===== config.mk =====
export PLATFORM = sky130hd
export DESIGN_NAME = key_conditioner
export DESIGN_NICKNAME = d
export VERILOG_FILES = /design/src/rtl/key_conditioner.sv
export SDC_FILE = /design/constraint.sdc
export NUM_CORES = 1
export LEC_CHECK = 0
export CORE_UTILIZATION = 49
export DETAILED_ROUTE_END_ITERATION = 12
export PLACE_DENSITY = 0.77
export SETUP_SLACK_MARGIN = 0.02
export SYNTH_ARGS = -nofsm -noshare
export SYNTH_HDL_FRONTEND = slang
export SYNTH_SLANG_ARGS = --single-unit
export TNS_END_PERCENT = 30

===== constraint.sdc =====
create_clock -name clk -period 3.5 [get_ports clk]
set_input_delay 0.35 -clock clk [delete_from_list [all_inputs] [get_ports clk]]
set_output_delay 0.35 -clock clk [all_outputs]
set_load 0.01 [all_outputs]

===== src/rtl/key_conditioner.sv =====
// Push-button debouncer with press strobe, level and optional auto-repeat.
// Define KEY_AUTOREPEAT_EN to build the repeat timer and key_long.
module key_conditioner #(
    parameter int DB_CYCLES         = 1000000,
    parameter int RPT_DELAY_CYCLES  = 25000000,
    parameter int RPT_PERIOD_CYCLES = 5000000
) (
    input  logic clk,
    input  logic reset,
    input  logic btn_n,
    output logic key_pulse,
    output logic key_level,
    output logic key_long
);

    localparam int MAX_A = (DB_CYCLES > RPT_DELAY_CYCLES) ?
                           DB_CYCLES : RPT_DELAY_CYCLES;
    localparam int MAXP  = (MAX_A > RPT_PERIOD_CYCLES) ?
                           MAX_A : RPT_PERIOD_CYCLES;
    localparam int CW    = $clog2(MAXP) + 1;

    localparam logic [CW-1:0] DB_LAST = CW'(DB_CYCLES - 1);

    typedef enum logic [1:0] {
        IDLE,
        DB_PRESS,
        HELD,
        DB_RELEASE
    } state_t;

    state_t        state;
    logic [CW-1:0] db_cnt;
    logic          sync_a;
    logic          sync_b;
    logic          pressed;
    logic          pulse_q;
    logic          level_q;
    logic          entering_held;
    logic          rpt_pulse;
    logic          rpt_long;

    assign pressed       = ~sync_b;
    assign entering_held = (state == DB_PRESS) && pressed &&
                           (db_cnt == DB_LAST);

    always_ff @(posedge clk) begin
        if (!reset) begin
            sync_a <= 1'b1;
            sync_b <= 1'b1;
        end else begin
            sync_a <= btn_n;
            sync_b <= sync_a;
        end
    end

`ifdef KEY_AUTOREPEAT_EN
    localparam logic [CW-1:0] DLY_LAST = CW'(RPT_DELAY_CYCLES - 1);
    localparam logic [CW-1:0] PER_LAST = CW'(RPT_PERIOD_CYCLES - 1);

    logic [CW-1:0] rpt_cnt;
    logic          rpt_due;

    assign rpt_due   = rpt_long ? (rpt_cnt == PER_LAST)
                                : (rpt_cnt == DLY_LAST);
    assign rpt_pulse = (state == HELD) && rpt_due;

    // Keeps running through release bounce so the cadence is not disturbed.
    always_ff @(posedge clk) begin
        if (!reset) begin
            rpt_cnt  <= '0;
            rpt_long <= 1'b0;
        end else if (entering_held) begin
            rpt_cnt  <= '0;
            rpt_long <= 1'b0;
        end else if (state == HELD || state == DB_RELEASE) begin
            if (rpt_due) begin
                rpt_cnt  <= '0;
                rpt_long <= 1'b1;
            end else begin
                rpt_cnt  <= rpt_cnt + 1'b1;
            end
        end else begin
            rpt_cnt  <= '0;
            rpt_long <= 1'b0;
        end
    end
`else
    assign rpt_pulse = 1'b0;
    assign rpt_long  = 1'b0;
`endif

    always_ff @(posedge clk) begin
        if (!reset) begin
            state   <= IDLE;
            db_cnt  <= '0;
            pulse_q <= 1'b0;
            level_q <= 1'b0;
        end else begin
            pulse_q <= rpt_pulse;
            unique case (state)
                IDLE: begin
                    if (pressed) begin
                        state  <= DB_PRESS;
                        db_cnt <= '0;
                    end
                end
                DB_PRESS: begin
                    if (!pressed) begin
                        state  <= IDLE;
                        db_cnt <= '0;
                    end else if (db_cnt == DB_LAST) begin
                        state   <= HELD;
                        pulse_q <= 1'b1;
                        level_q <= 1'b1;
                    end else begin
                        db_cnt <= db_cnt + 1'b1;
                    end
                end
                HELD: begin
                    if (!pressed) begin
                        state  <= DB_RELEASE;
                        db_cnt <= '0;
                    end
                end
                DB_RELEASE: begin
                    if (pressed) begin
                        state <= HELD;
                    end else if (db_cnt == DB_LAST) begin
                        state   <= IDLE;
                        db_cnt  <= '0;
                        level_q <= 1'b0;
                    end else begin
                        db_cnt <= db_cnt + 1'b1;
                    end
                end
            endcase
        end
    end

    // One output stage aligns the strobe with the required press latency.
    always_ff @(posedge clk) begin
        if (!reset) begin
            key_pulse <= 1'b0;
            key_level <= 1'b0;
            key_long  <= 1'b0;
        end else begin
            key_pulse <= pulse_q;
            key_level <= level_q;
            key_long  <= rpt_long & level_q;
        end
    end

endmodule

# Yosys cells after proc, flatten, opt, wreduce, memory -nomap -nowiden
# Index checks and enable logic that the tools add are counted.
word_totals:
  regBits: 34
  inputBits: 3
  word_cells: 50
  out_inout_bits: 3
classes:
  addsub: 1
  bitwise_logic: 2
  muxes: 20
  reduce_logical: 6
  eq_ne: 13
ops:
  columns: ["op", "count"]
  rows:
  - ["two-way mux 26 bit", 6]
  - ["one-hot mux 26 bit (4 select lines)", 1]
  - ["adder 26 x 1 -> 26 bit, second input constant", 1]
  - ["equality test 26 x 20 -> 1 bit, second input constant", 1]
  - ["two-way mux 2 bit", 6]
  - ["inequality test 2 bit, second input constant", 5]
  - ["one-hot mux 2 bit (4 select lines)", 1]
  - ["AND reduction 4 bit", 2]
  - ["inequality test 3 bit, second input constant", 2]
  - ["two-way mux 1 bit", 5]
  - ["AND reduction 5 bit", 1]
  - ["equality test 2 bit, second input constant", 2]
  - ["inequality test 3 x 2 -> 1 bit, second input constant", 1]
  - ["OR reduction 3 bit", 1]
  - ["equality test 2 x 1 -> 1 bit, second input constant", 1]
  - ["zero test 2 bit", 1]
  - ["inequality test 2 x 1 -> 1 bit, second input constant", 1]
  - ["NOT 1 bit", 2]
  - ["one-hot mux 1 bit (2 select lines)", 1]
  - ["nonzero test 2 bit", 1]

# Logic depth before layout (Yosys ltp)
# Gate-level depths: netlist of run 1.
depth:
  depth_word: 4
  depth_mapped: 8
  mapped_depth_nobuf: 6

# Worst setup path after synthesis of run 1
# No wires, ideal clock.
synth_path:
  path_type: "flip-flop to flip-flop"
  start: "reg db_cnt[6]"
  end: "reg db_cnt[1]"
  path_stages_with_launch: 8
  setup_slack_ns: 1.722
  required_time_ns: 3.378
  path_buffers: 1
  arrival_ns: 1.656
  period_less_slack_ns: 1.778
  cell_sequence: "dfxtp_1 -> buf_6 -> nor4_2 -> nand4_1 -> nor3_4 -> mux2_2 -> a32oi_1 -> a21boi_1"
synth_between:
  elab_chain_len: 4
synth_lines:
  columns: ["element", "line", "source"]
  rows:
  - ["from (decl)", "32", "logic [CW-1:0] db_cnt;"]
  - ["from (signal assigned)", "116", "db_cnt <= db_cnt + 1'b1;"]
  - ["from (signal assigned)", "133", "db_cnt <= db_cnt + 1'b1;"]
  - ["equality test 26 x 20 -> 1 bit *", "111, 128", null]
  - ["two-way mux 26 bit", "128", "end else if (db_cnt == DB_LAST) begin"]
  - ["two-way mux 26 bit", "126", "if (pressed) begin"]
  - ["one-hot mux 26 bit (4 select lines)", "100", "unique case (state)"]
# Mark *: on every way between the ends. The rest lies on a longest branch, timed or not. The select of a mux whose other input is x is not followed.
# A chain may end at the register's enable or synchronous reset.

# Worst setup path in the final report of run 1
layout_path:
  start: "reg db_cnt[0]"
  end: "reg db_cnt[11]"
layout_between:
  elab_chain_len: 4
layout_lines:
  columns: ["element", "line"]
  rows:
  - ["adder 26 x 1 -> 26 bit or equality test 26 x 20 -> 1 bit (tied branches)", null]
  - ["two-way mux 26 bit, on equally long branches", "128, 111"]
  - ["two-way mux 26 bit, on equally long branches", "126, 108"]
  - ["one-hot mux 26 bit (4 select lines)", "100"]
# Several ways; a longest one is shown, not always the timed one. The select of a mux whose other input is x is not followed.

==> results of run 1 <==
## critical path, stage by stage, from the launching register on
cell       delay (ns)
dfxtp_1          0.39
ha_1             0.30
nand4_1          0.16
o21a_1           0.46
nand2_1          0.13
a2111oi_0        0.41
a311o_1          0.17
## sequential cells by signal (all words and copies together), names as in the netlist, named ones only
signal,flops
pulse_q,1
db_cnt,26
level_q,1
key_level,1
sync_a,1
key_pulse,1
state,1
sync_b,1
## per-layer routing
layer	vias up	part of all wire
met4	0	0.022
met3	10	0.038
met1	694	0.51
met5	-	0
li1	776	-
met2	24	0.43
## layout make-up
type,instances,area share
Sequential cell,34,0.3489
Timing Repair Buffer,4,0.02053
Multi-Input combinational cell,169,0.5465
Tap cell,46,0.02951
Inverter,4,0.007697
Clock inverter,1,0.002566
Clock buffer,7,0.04426
## power by group through the flow
stage / clock network (mW) / registers, mW / logic [mW]
2_1_floorplan: 0 / 0.398 / 0.0226
3_3_place_gp: 0 / 0.400 / 0.0248
3_5_place_dp: 0 / 0.399 / 0.0247
4_1_cts: 0.304 / 0.391 / 0.0249
5_1_grt: 0.323 / 0.391 / 0.0277
6_report: 0.297 / 0.391 / 0.0247
## placed cells by master, fill, tap and decap left out, drive strengths merged
cell            n
clkbuf          7
or4             1
mux2i           1
conb            1
o211a           1
a311o           1
a21oi           5
clkdlybuf4s50   4
nand3          12
dfxtp          34
xnor2           6
a21boi          2
a31oi           2
or3             2
and4            4
inv             4
ha              1
nand2b          4
nor2           30
xor2           13
o21ai          11
nor4b           4
nor4            4
nand4          13
mux2            1
and4b           1
nor3b           1
o2bb2ai         1
clkinv          1
and3            8
nor3            6
and2            4
nor2b           3
nand2          20
a2111oi         1
nand4b          1
a32oi           1
o21a            3
## worst min path at each step
stage / startpoint / end / slack, ns / cells past startpoint
4_1_cts: sync_a / sync_b / 0.41 / 1
5_1_grt: sync_a / sync_b / 0.42 / 1
2_1_floorplan: sync_a / sync_b / 0.39 / 1
3_5_place_dp: sync_a / sync_b / 0.40 / 1
6_report: sync_a / sync_b / 0.41 / 1
3_3_place_gp: sync_a / sync_b / 0.40 / 1
## through the flow
step                      hold slack (ns)  power (mW)  setup slack, ns
after floorplan                    0.3863      0.4203            1.722
after global placement             0.3961      0.4244            1.429
after detailed placement           0.3966      0.4242            1.443
after CTS                          0.4122      0.7195            1.456
after global routing               0.4245      0.7416            1.249
final                              0.4110      0.7124            1.426
## cell families after synthesis
group	Yosys count
AO/OA/AOI/OAI	28
adder cells (fa/ha/maj)	1
AND/OR/NAND/NOR	118
multiplexers	2
buffers and inverters	12
flip-flops	34
XOR/XNOR	19
other	1
==> flow_summary.yaml, run 1 <==
cells_and_area:
  drive_gt1_frac: 0.1096
  diodes: 0
  nFillCells: 321
  finalNonFillerCells: 265
  register_area_um2: 680.7
  multi_input_area_um2: 1066
  final_util: 0.5667
  fin_nets: 222
  final_area_um2: 1951
  area_growth_pct: 6.708
clock_network:
  post_cts_buffers: 0
  cts_hold_buffers: 0
  cts_made_buffers: 5
  cts_tree: "built"
  cts_resized: 0
  cts_sinks: 34
  cts_buffer_depth: 2
  clkLatencyLatePin_ns: 0.29
  clk_pin_slew_worst_paths_ns: 0.07
  cts-htree-levels: 2
  cts_root_buf: "clkbuf_8"
yosys:
  synth_edf_count: 0
  syn-mean-instance-area_um2: 8.502
  ys_async_sr_fraction: 0
  synthSimpleGateAreaFrac: 0.3717
  synth-adder-area-share: 0.006845
  synth_top_area_frac: 0.3723
  synth_cells: 215
  netlist_top_cells_count: "dfxtp_1 (34), nor2_1 (30), nand2_1 (18)"
  netlist_area_um2: 1828
  ys_ff_latch: 34
  synth_top_area_cell: "dfxtp_1"
  synth_mux_area_frac: 0.01164
  synth-main-ff-cell: "dfxtp_1"
  ys_types: 50
  synth_top_family_by_area: "simple AND/OR/NAND/NOR gates"
  post-synth-top-count-cell: "dfxtp_1"
  synth_xor_area_frac: 0.09103
  ys_warn_count: 0
  synth_nets: 219
  yosysSeqAreaShare: 0.3723
  synth.area.top_cells: "dfxtp_1 (37%), xor2_1 (6.2%), nor2_1 (6.2%)"
  synth_compound_area_frac: 0.09993
pwr:
  power.internal_mw: 0.5544
  power_leakage_nw: 0.7096
  power_switching_mw: 0.1580
  combinationalPowerShare: 0.035
  seqPwrFrac: 0.548
  p_sw_frac: 0.2218
  ir_worst_vdd_uv: 241.3
  power_density_nw_per_um2: 365.2
  clkPwrFrac: 0.417
global_routing:
  grt_pass1_wl_um: 6154
  grt_util_all_layers: 0.2003
  grt_max_degree: 19
  grt_pass1_vias: 1353
  global_route.peak_usage_layer: "met2"
  use_met2: 0.3011
  grt_antenna_before_repair: 0
  grt_use_met3: 0.05435
  grt_overflow: 0
  met1_usage: 0.2565
die:
  start_util: 0.5311
  die_h_um: 63.08
  dieArea_um2: 3979
  rows: 21
  core_area_um2: 3442
  io_pins: 6
  die-width_um: 63.08
placed_design:
  dp_hpwl_um: 2518
  portBuffers: 4
  place_congestion: 0.9005
  placed_cells: 257
  place_area_um2: 1859
outcome:
  status: "finished, final reports clean"
sta:
  finalHoldViolCount: 0
  slew_violations: 0
  period_minus_slack_ns: 2.074
  max_freq_mhz: 482.3
  worst_pin_slew_ns: 0.5077
  fin_tns_setup_ns: 0
  finalCritPeriodShare: 0.5925
  setup_viol: 0
  rsz0062_at_grt: "false"
  relSlewSlack: 0.6579
  finClkSkew_ns: 0.007044
detailed_routing:
  post-route-drc-count: 0
  wl_um: 3518
  drtIter0Drc: 47
  via_per_inst: 5.675
  detail_route.wl_per_cell_um: 13.28
  vias: 1504
  postRouteAntennaNets: 0
  firstDrtPassIters: 4
setup_path:
  cp-endpoint: "db_cnt[11]"
  r2r_cells: 6
  worstSetupPathType: "flip-flop to flip-flop"
  crit_fanout: 14
  reg2reg_from: "db_cnt[0]"
  timing.critical_path.from: "db_cnt[0]"
  cp-start-kind: "flip-flop"
  cp.required_ns: 3.74
  crit_arrival_ns: 2.31
  endpoint_kind: "flip-flop"
  reg2reg_slack_ns: 1.43
  r2r-end: "db_cnt[11]"
job:
  cap_violations: 0
hold_path:
  hp-class: "flip-flop to flip-flop"
Note: power is estimated with default switching activity, not from simulation.
==> run 2, diff against run 1 <==
PLACE_DENSITY = 0.8   (was 0.77)
clock period = 1.85 ns   (was 3.5 ns; I/O delays follow)
==> run 2 against run 1 <==
Net effect:
- the run now ends with setup timing left
- register-to-register slack worse by 1.5 ns
- core utilization up 15 points
- global-route usage up 5.2 points
- critical path type unchanged
- largest cell class unchanged
- worst hold slack better by 0.0014 ns
- flip-flop and latch count unchanged
==> flow_summary.yaml, run 2 (synthesized netlist as in run 1, its figures left out) <==
cells_and_area:
  register_area_um2: 698.2
  largest_reg_flops: 26
  area_growth_pct: 34.91
  fin_nets: 269
  most-common-layout-cells: "buf_4 (41), nor2_1 (29), dfxtp_1 (22), nand2_1 (17)"
  multi_input_area_um2: 1171
  regMostFlops: "db_cnt"
  finalNonFillerCells: 312
  final_area_um2: 2466
  final_util: 0.7165
  nFillCells: 256
  drive_gt1_frac: 0.3496
  layout_commonest_cell: "buf_4"
  diodes: 0
clock_network:
  cts_root_buf: "clkbuf_8"
  cts_made_buffers: 5
  clkLatencyLatePin_ns: 0.29
  clk_pin_slew_worst_paths_ns: 0.07
  cts_sinks: 34
  cts_tree: "built"
  cts_hold_buffers: 0
  cts-htree-levels: 2
  cts_buffer_depth: 2
detailed_routing:
  detail_route.wl_per_cell_um: 15.14
  wl_um: 4723
  via_per_inst: 5.641
  firstDrtPassIters: 4
  postRouteAntennaNets: 0
  vias: 1760
  drtIter0Drc: 63
  post-route-drc-count: 0
sta:
  finClkSkew_ns: 0.004651
  setup_viol: 15
  fin_tns_setup_ns: -0.4545
  finalHoldViolCount: 0
  timing.final.ws_setup_ns: -0.09555
  finalCritPeriodShare: 1.052
  period_minus_slack_ns: 1.946
  rsz0062_at_grt: "true"
  slew_violations: 0
  max_freq_mhz: 514.0
global_routing:
  grt_overflow: 0
  met1_usage: 0.3168
  grt_antenna_before_repair: 0
  global_route.peak_usage_layer: "met2"
  grt_pass1_wl_um: 7721
  grt_use_met3: 0.05616
  grt_max_degree: 16
  grt_pass1_vias: 1690
  use_met2: 0.4019
  grt_util_all_layers: 0.2524
setup_path:
  timing.critical_path.from: "db_cnt[7]"
  reg2reg_slack_ns: -0.1
  endpoint_kind: "flip-flop"
  crit_fanout: 5
  cp.required_ns: 2.03
  r2r_cells: 8
  r2r-end: "db_cnt[22]"
  cp-start-kind: "flip-flop"
  reg2reg_from: "db_cnt[7]"
  crit_arrival_ns: 2.12
  cp-endpoint: "db_cnt[22]"
  worstSetupPathType: "flip-flop to flip-flop"
die:
  core_area_um2: 3442
  die-width_um: 63.08
  rows: 21
  start_util: 0.5311
  io_pins: 6
  die_h_um: 63.08
  dieArea_um2: 3979
pwr:
  power_density_nw_per_um2: 561.4
  power_leakage_nw: 1.014
  ir_worst_vdd_uv: 458.1
hold_path:
  min_from: "sync_a"
  hp-class: "flip-flop to flip-flop"
placed_design:
  placed_cells: 302
  dp_hpwl_um: 3247
  place_area_um2: 2222
  place_congestion: 0.8607
  portBuffers: 4
outcome:
  status: "complete, but fails checks"
  violations: "setup timing"
job:
  cap_violations: 0
==> run 2: cell types whose count changed in the layout (fill, tap and decap cells not counted), sizes merged <==
cell  change
buf      +47
==> run 2: metrics by stage <==
stage	hold slack, ns	worst slack (ns)	power [mW]
floorplan	0.2865	0.07202	0.7951
global placement	0.3903	-0.01654	0.8310
detailed placement	0.3983	-0.06721	0.8316
CTS	0.4138	-0.008201	1.391
global route	0.4253	-0.1652	1.442
finish	0.4124	-0.09555	1.384
==> run 2: power by group <==
group          leakage, nW  internal (mW)  switching [mW]
registers            0.281          0.733         0.00252
logic                0.685         0.0379          0.0441
clock network       0.0482          0.300           0.267
total                 1.01           1.07           0.314
==> run 2: worst min-delay path by stage <==
stage                     endpoint  depth (start not counted)
after floorplan             sync_a                          1
after global placement      sync_b                          1
after detailed placement    sync_b                          1
after CTS                   sync_b                          1
after global routing        sync_b                          1
final                       sync_b                          1
==> run 2: timing repair <==
item | 4_1_cts | 5_1_grt
hold endpoints to repair | 0 | 0
endpoints found under the setup margin | 18 | 29
pin swaps | 7 | 12
setup buffers | 1 | 1
resized for setup | 12 | 25
==> run 2: final cells by class <==
type,instances,share of cell area
Multi-Input combinational cell,169,0.4749
Clock buffer,7,0.03501
Inverter,4,0.006088
Timing Repair Buffer,51,0.1755
Clock inverter,1,0.002029
Tap cell,46,0.02334
Sequential cell,34,0.2831
==> run 2: metal layers <==
metal | share of wire | vias to the layer above | wire (um)
li1 | - | 864 | -
met4 | 0.022 | 0 | 106
met5 | 0 | - | 0
met2 | 0.49 | 47 | 2331
met1 | 0.43 | 840 | 2033
met3 | 0.053 | 9 | 252
==> run 2: worst max-delay path: stages (launching register included) <==
cell and delay (ns):
dfxtp_2 0.35, nor4b_1 0.39, buf_4 0.18, nand4_1 0.12, o21a_1 0.27, buf_4 0.18
nand4_1 0.12, xor2_1 0.18, nor2_1 0.05
